<file path="src/rtl/deser_pkg.sv">
`default_nettype none
// +----------------------------------------------------------------------+
// | deser_pkg: shared state encoding and mode constants for the         |
// | frame deserialiser controller.            Rev 1.0                   |
// +----------------------------------------------------------------------+
package deser_pkg;

  typedef enum logic [1:0] {
    IDLE  = 2'd0,
    SKIP  = 2'd1,
    SHIFT = 2'd2,
    FULL  = 2'd3
  } state_t;

  localparam logic MODE_ALL  = 1'b0;
  localparam logic MODE_SKIP = 1'b1;

endpackage
`default_nettype wire

</file>
<file path="src/rtl/mod_counter.sv">
`default_nettype none
// +----------------------------------------------------------------------+
// | mod_counter: up-counter with sync clear (priority), enable and      |
// | async active-high reset; wraps naturally at 2^W.   Rev 1.0          |
// +----------------------------------------------------------------------+
module mod_counter #(
  parameter int W = 4
) (
  input  logic         Clk,
  input  logic         Reset,
  input  logic         clr,
  input  logic         en,
  output logic [W-1:0] q
);

  always_ff @(posedge Clk or posedge Reset) begin
    if (Reset) begin
      q <= '0;
    end else if (clr) begin
      q <= '0;
    end else if (en) begin
      q <= q + W'(1);
    end
  end

endmodule
`default_nettype wire

</file>
<file path="src/rtl/deser_frame_ctrl.sv">
`default_nettype none
// +----------------------------------------------------------------------+
// | deser_frame_ctrl: frames a serial bit stream into WORD_BITS words,  |
// | with optional prefix skip and word handshake.      Rev 1.0          |
// +----------------------------------------------------------------------+
module deser_frame_ctrl #(
  parameter int CW        = 4,
  parameter int WORD_BITS = 8
) (
  input  logic          Clk,
  input  logic          Reset,
  input  logic          En,
  input  logic          Start,
  input  logic          Mode,
  input  logic [CW-1:0] Skip,
  input  logic [CW-1:0] Len,
  input  logic          word_ack,
  output logic          shifterEn,
  output logic          word_ready,
  output logic          busy,
  output logic          overrun,
  output logic [CW-1:0] word_cnt
);

  import deser_pkg::*;

  localparam int            BW       = (WORD_BITS > 2) ? $clog2(WORD_BITS) : 1;
  localparam logic [BW-1:0] LAST_BIT = BW'(WORD_BITS - 1);

  state_t        r_state;
  state_t        w_state_n;
  logic [CW-1:0] r_skip;
  logic [CW-1:0] r_len;
  logic          r_word_ready;
  logic          r_overrun;

  logic [CW-1:0] w_skip_cnt;
  logic [BW-1:0] w_bit_cnt;
  logic          w_latch;
  logic          w_skip_clr, w_skip_inc;
  logic          w_bit_clr,  w_bit_inc;
  logic          w_word_clr, w_word_inc;
  logic          w_ovr_set;
  logic          w_shift;

  mod_counter #(.W(CW)) u_skip_cnt (
    .Clk   (Clk),
    .Reset (Reset),
    .clr   (w_skip_clr),
    .en    (w_skip_inc),
    .q     (w_skip_cnt)
  );

  mod_counter #(.W(BW)) u_bit_cnt (
    .Clk   (Clk),
    .Reset (Reset),
    .clr   (w_bit_clr),
    .en    (w_bit_inc),
    .q     (w_bit_cnt)
  );

  mod_counter #(.W(CW)) u_word_cnt (
    .Clk   (Clk),
    .Reset (Reset),
    .clr   (w_word_clr),
    .en    (w_word_inc),
    .q     (word_cnt)
  );

  always_comb begin
    w_state_n  = r_state;
    w_latch    = 1'b0;
    w_skip_clr = 1'b0;
    w_skip_inc = 1'b0;
    w_bit_clr  = 1'b0;
    w_bit_inc  = 1'b0;
    w_word_clr = 1'b0;
    w_word_inc = 1'b0;
    w_ovr_set  = 1'b0;
    w_shift    = 1'b0;
    unique case (r_state)
      IDLE: begin
        if (Start) begin
          w_latch    = 1'b1;
          w_skip_clr = 1'b1;
          w_bit_clr  = 1'b1;
          w_word_clr = 1'b1;
          w_state_n  = (Mode == MODE_SKIP && Skip != '0) ? SKIP : SHIFT;
        end
      end
      SKIP: begin
        if (En) begin
          if (w_skip_cnt == (r_skip - CW'(1))) begin
            w_skip_clr = 1'b1;
            w_state_n  = SHIFT;
          end else begin
            w_skip_inc = 1'b1;
          end
        end
      end
      SHIFT: begin
        w_shift = En;
        if (En) begin
          if (w_bit_cnt == LAST_BIT) begin
            w_bit_clr  = 1'b1;
            w_word_inc = 1'b1;
            w_state_n  = FULL;
          end else begin
            w_bit_inc = 1'b1;
          end
        end
      end
      FULL: begin
        w_ovr_set = En;
        // Len of zero wraps with word_cnt, so a full 2^CW-word frame also matches here
        if (word_ack) begin
          w_state_n = (word_cnt == r_len) ? IDLE : SHIFT;
        end
      end
      default: w_state_n = IDLE;
    endcase
  end

  always_ff @(posedge Clk or posedge Reset) begin
    if (Reset) begin
      r_state      <= IDLE;
      r_skip       <= '0;
      r_len        <= '0;
      r_word_ready <= 1'b0;
      r_overrun    <= 1'b0;
    end else begin
      r_state      <= w_state_n;
      r_word_ready <= (w_state_n == FULL);
      if (w_latch) begin
        r_skip    <= Skip;
        r_len     <= Len;
        r_overrun <= 1'b0;
      end else if (w_ovr_set) begin
        r_overrun <= 1'b1;
      end
    end
  end

  assign shifterEn  = w_shift;
  assign word_ready = r_word_ready;
  assign busy       = (r_state != IDLE);
  assign overrun    = r_overrun;

endmodule
`default_nettype wire

</file>
<file path="config.mk">
export PLATFORM = sky130hd
export DESIGN_NAME = deser_frame_ctrl
export DESIGN_NICKNAME = d
export VERILOG_FILES = /design/src/rtl/deser_pkg.sv /design/src/rtl/mod_counter.sv /design/src/rtl/deser_frame_ctrl.sv
export SDC_FILE = /design/constraint.sdc
export NUM_CORES = 1
export LEC_CHECK = 0
export CAP_MARGIN = 30
export CORE_MARGIN = 4
export CORE_UTILIZATION = 25
export CTS_CLUSTER_SIZE = 24
export DETAILED_ROUTE_END_ITERATION = 6
export DONT_BUFFER_PORTS = 1
export SYNTH_ARGS = -nofsm -noshare
export SYNTH_HDL_FRONTEND = slang
export SYNTH_SLANG_ARGS = --single-unit
</file>
<file path="constraint.sdc">
create_clock -name Clk -period 4.5 [get_ports Clk]
set_input_delay 0.225 -clock Clk [delete_from_list [all_inputs] [get_ports Clk]]
set_output_delay 0.225 -clock Clk [all_outputs]
set_load 0.005 [all_outputs]
</file>
==> metrics.md <==
| Metric | Value |
|---|---|
| Status | finished clean |
| Hold_buf cts | 0 |
| Worst-margin pin slew | 0.872 ns |
| Delay-heaviest family, CP | simple AND/OR/NAND/NOR gates |
| Crit share post-route | 0.363 |
| CTS root buf | clkbuf_8 |
| Reg clk slew, reported paths | 0.09 ns |
| Core area | 4750 um2 |
| Slowest cell on crit path | nor4_4 |
| First-pass GRT wire length | 4370 um |
| Starting Density | 0.261 |
| Hold Crit Class | primary input to async pin |
| Crit path DAT | 1.77 ns |
| WHS | 0.0221 ns |
| Post-CTS sizing | 0 |
| Htree depth | 1 |
| Worst r2r path cells | 5 |
| CTS Sinks | 23 |
| Postcts setup bufs | 0 |
| Drt wl/cell | 12.6 um |
| FMAX | 612 MHz |
| Ys async rst share | 1.00 |
| Met3 usage | 0.0424 |
| Final setup vio count | 0 |
| Total die area | 6160 um2 |
| Worst Path Buf+Inv | 1 |
| Yosys reg bits | 23 |
| Critical-path maximum fanout | 6 |
| Post-synthesis cell type count | 35 |
| DRT iter0 DRCs | 74 |
| Commonest non-fill, non-tap cell in the layout | nand2_1 |
| Mapped Cells | 130 |
| Tmin final | 1.63 ns |
| Clk buf depth | 2 |
| DP HPWL | 1890 um |
| Critical Path RT | 4.64 ns |
| GRT Total Usage | 0.0900 |
| Final GP Congestion | 0.807 |
| Top_reg_cell synth | dfrtp_1 |
| Core Rows | 25 |
| Initial antenna violation count | 0 |
| YS warnings | 0 |
| Setup Skew | 0.00881 ns |
| Die H | 78.5 um |
| Pin count of the biggest net entering global routing | 24 |
| Drt pass-1 iters | 4 |
| Unrepaired setup endpoints after global routing | no |
| Post-Route WL | 2490 um |
| Crit-path cells | inv_1, ha_1, xnor2_1, nor4_4, a31oi_1 |
| Proportion of synthesized chip area in sequential cells | 0.464 |
| Post-route ant nets | 0 |
| Peak supply drop | 204 uV |
| Via/cell ratio | 4.33 |
| R2r startpoint | r_skip[0]$_DFFE_PP0P_ |
| Max-slew headroom | 0.418 |
| CTS tree | built |
| Share of cells above drive strength 1 | 0.0923 |
| PortBufs | 0 |
| EDFF count, synth | 0 |
| Overflow after GRT | 0 |
| Path length in cells of the critical path | 5 |
| Avg Cell Area, Syn | 9.55 um2 |
| Met1 usage | 0.110 |
| Total inserted antenna cells | 0 |
| Fillers | 527 |
| Num ports | 22 |
| CTS Buf Count | 3 |
| Power per cell area | 559 nW/um2 |
| Startpoint types | register |
| Worst-Skew Late Latency | 0.27 ns |
| Number of global-route vias before repair | 898 |
| Slew Limit Fails | 0 |
| Area Growth Syn to Fin | 8.87% |
| Grt peak-use layer | met2 |
| RR Endpoint | r_state[0]$_DFF_PP0_ |
| Critical path's largest stage delay | 0.42 ns |
| R2r setup slk | 2.87 ns |
| Kind of critical path | register to register |
| Die span in x | 78.5 um |
| Final TNS setup | 0 ns |
| Nets | 150 |
| LEAKAGE | 0.000610 uW |
| M2 GR Usage | 0.146 |
| Max Cap Violations | 0 |
| Synthesized area | 1240 um2 |
| Via count | 853 |
| Remaining DRCs | 0 |
| Worst Setup End Kind | register |
| Final hold viol count | 0 |
| Synth Net Count | 149 |
| Most frequent cells in the layout | 29 x nand2_1, 23 x dfrtp_1, 8 x a21oi_1 |
-- kinds of logic (layout without fill, tap and decap cells) --
family          count (synthesis)  after routing  share of synthesized area
buf+inv                        10             10                     0.0443
mux                             1              1                    0.00806
simple gates                   56             56                      0.238
flops                          23             23                      0.464
fa+ha+maj                       5              5                     0.0504
xor+xnor                       12             12                     0.0847
compound gates                 23             23                      0.111
-- Yosys cell counts, types with 2 or more instances --
library cell	number	area, um2
nand2_1	29	109
dfrtp_1	23	576
a21oi_1	8	40.0
o21ai_0	7	35.0
xnor2_1	7	61.3
nor2_1	6	22.5
ha_1	5	62.6
nand3_1	5	25.0
xor2_1	5	43.8
inv_1	4	15.0
a211oi_1	2	15.0
buf_2	2	10.0
buf_6	2	22.5
nand3b_1	2	15.0
nor3_1	2	10.0
or2_2	2	12.5
-- cell type report --
type	count	area (um2)	share of cell area
Multi-Input combinational cell	97	616	0.456
Sequential cell	23	576	0.426
Tap cell	67	83.8	0.0620
Clock buffer	3	41.3	0.0306
Inverter	5	18.8	0.0139
Timing Repair Buffer	1	11.3	0.00833
Clock inverter	1	5.00	0.00370
-- sequential cells by signal, indices dropped and copies added, names as in the netlist --
signal / flops
overrun: 1
r_len: 4
r_skip: 4
r_state: 2
u_bit_cnt.q: 3
u_skip_cnt.q: 4
u_word_cnt.q: 4
word_ready: 1
-- metrics by stage --
stage	area [um2]	utilization	cells	total power (uW)	setup WS, ns
after floorplan	1240	-	130	588	2.98
final	1350	0.284	197	756	2.87
after global routing	1350	0.284	197	834	2.70
after CTS	1350	0.284	197	772	2.84
after global placement	1290	0.272	192	628	2.61
after detailed placement	1310	0.274	193	639	2.86
-- routing by layer --
metal / vias up / part of all wire
li1: 441 / -
met1: 396 / 0.43
met2: 14 / 0.49
met3: 2 / 0.075
met4: 0 / 0.0040
met5: - / 0
-- report_power, final --
group          internal [uW]  switching, uW
clock                   61.8           67.3
combinational            130            152
sequential               274           71.3
total                    466            290
-- worst max-delay path by stage --
stage,from,to
after floorplan,r_skip[0]$_DFFE_PP0P_,r_state[1]$_DFF_PP0_
after global placement,r_state[1]$_DFF_PP0_,u_skip_cnt.q[1]$_DFFE_PP0P_
after detailed placement,r_skip[0]$_DFFE_PP0P_,u_skip_cnt.q[1]$_DFFE_PP0P_
after CTS,r_skip[0]$_DFFE_PP0P_,r_state[0]$_DFF_PP0_
after global routing,r_skip[0]$_DFFE_PP0P_,u_skip_cnt.q[1]$_DFFE_PP0P_
final,r_skip[0]$_DFFE_PP0P_,r_state[0]$_DFF_PP0_
-- worst register-to-register path, delay by kind of cell (launching register included) --
kind	cells	cell delay, ns
compound gates	1	0.15
xor+xnor	1	0.16
fa+ha+maj	1	0.31
buf+inv	1	0.07
flops	1	0.40
simple gates	1	0.42
Power figures use the tool's default switching activity.
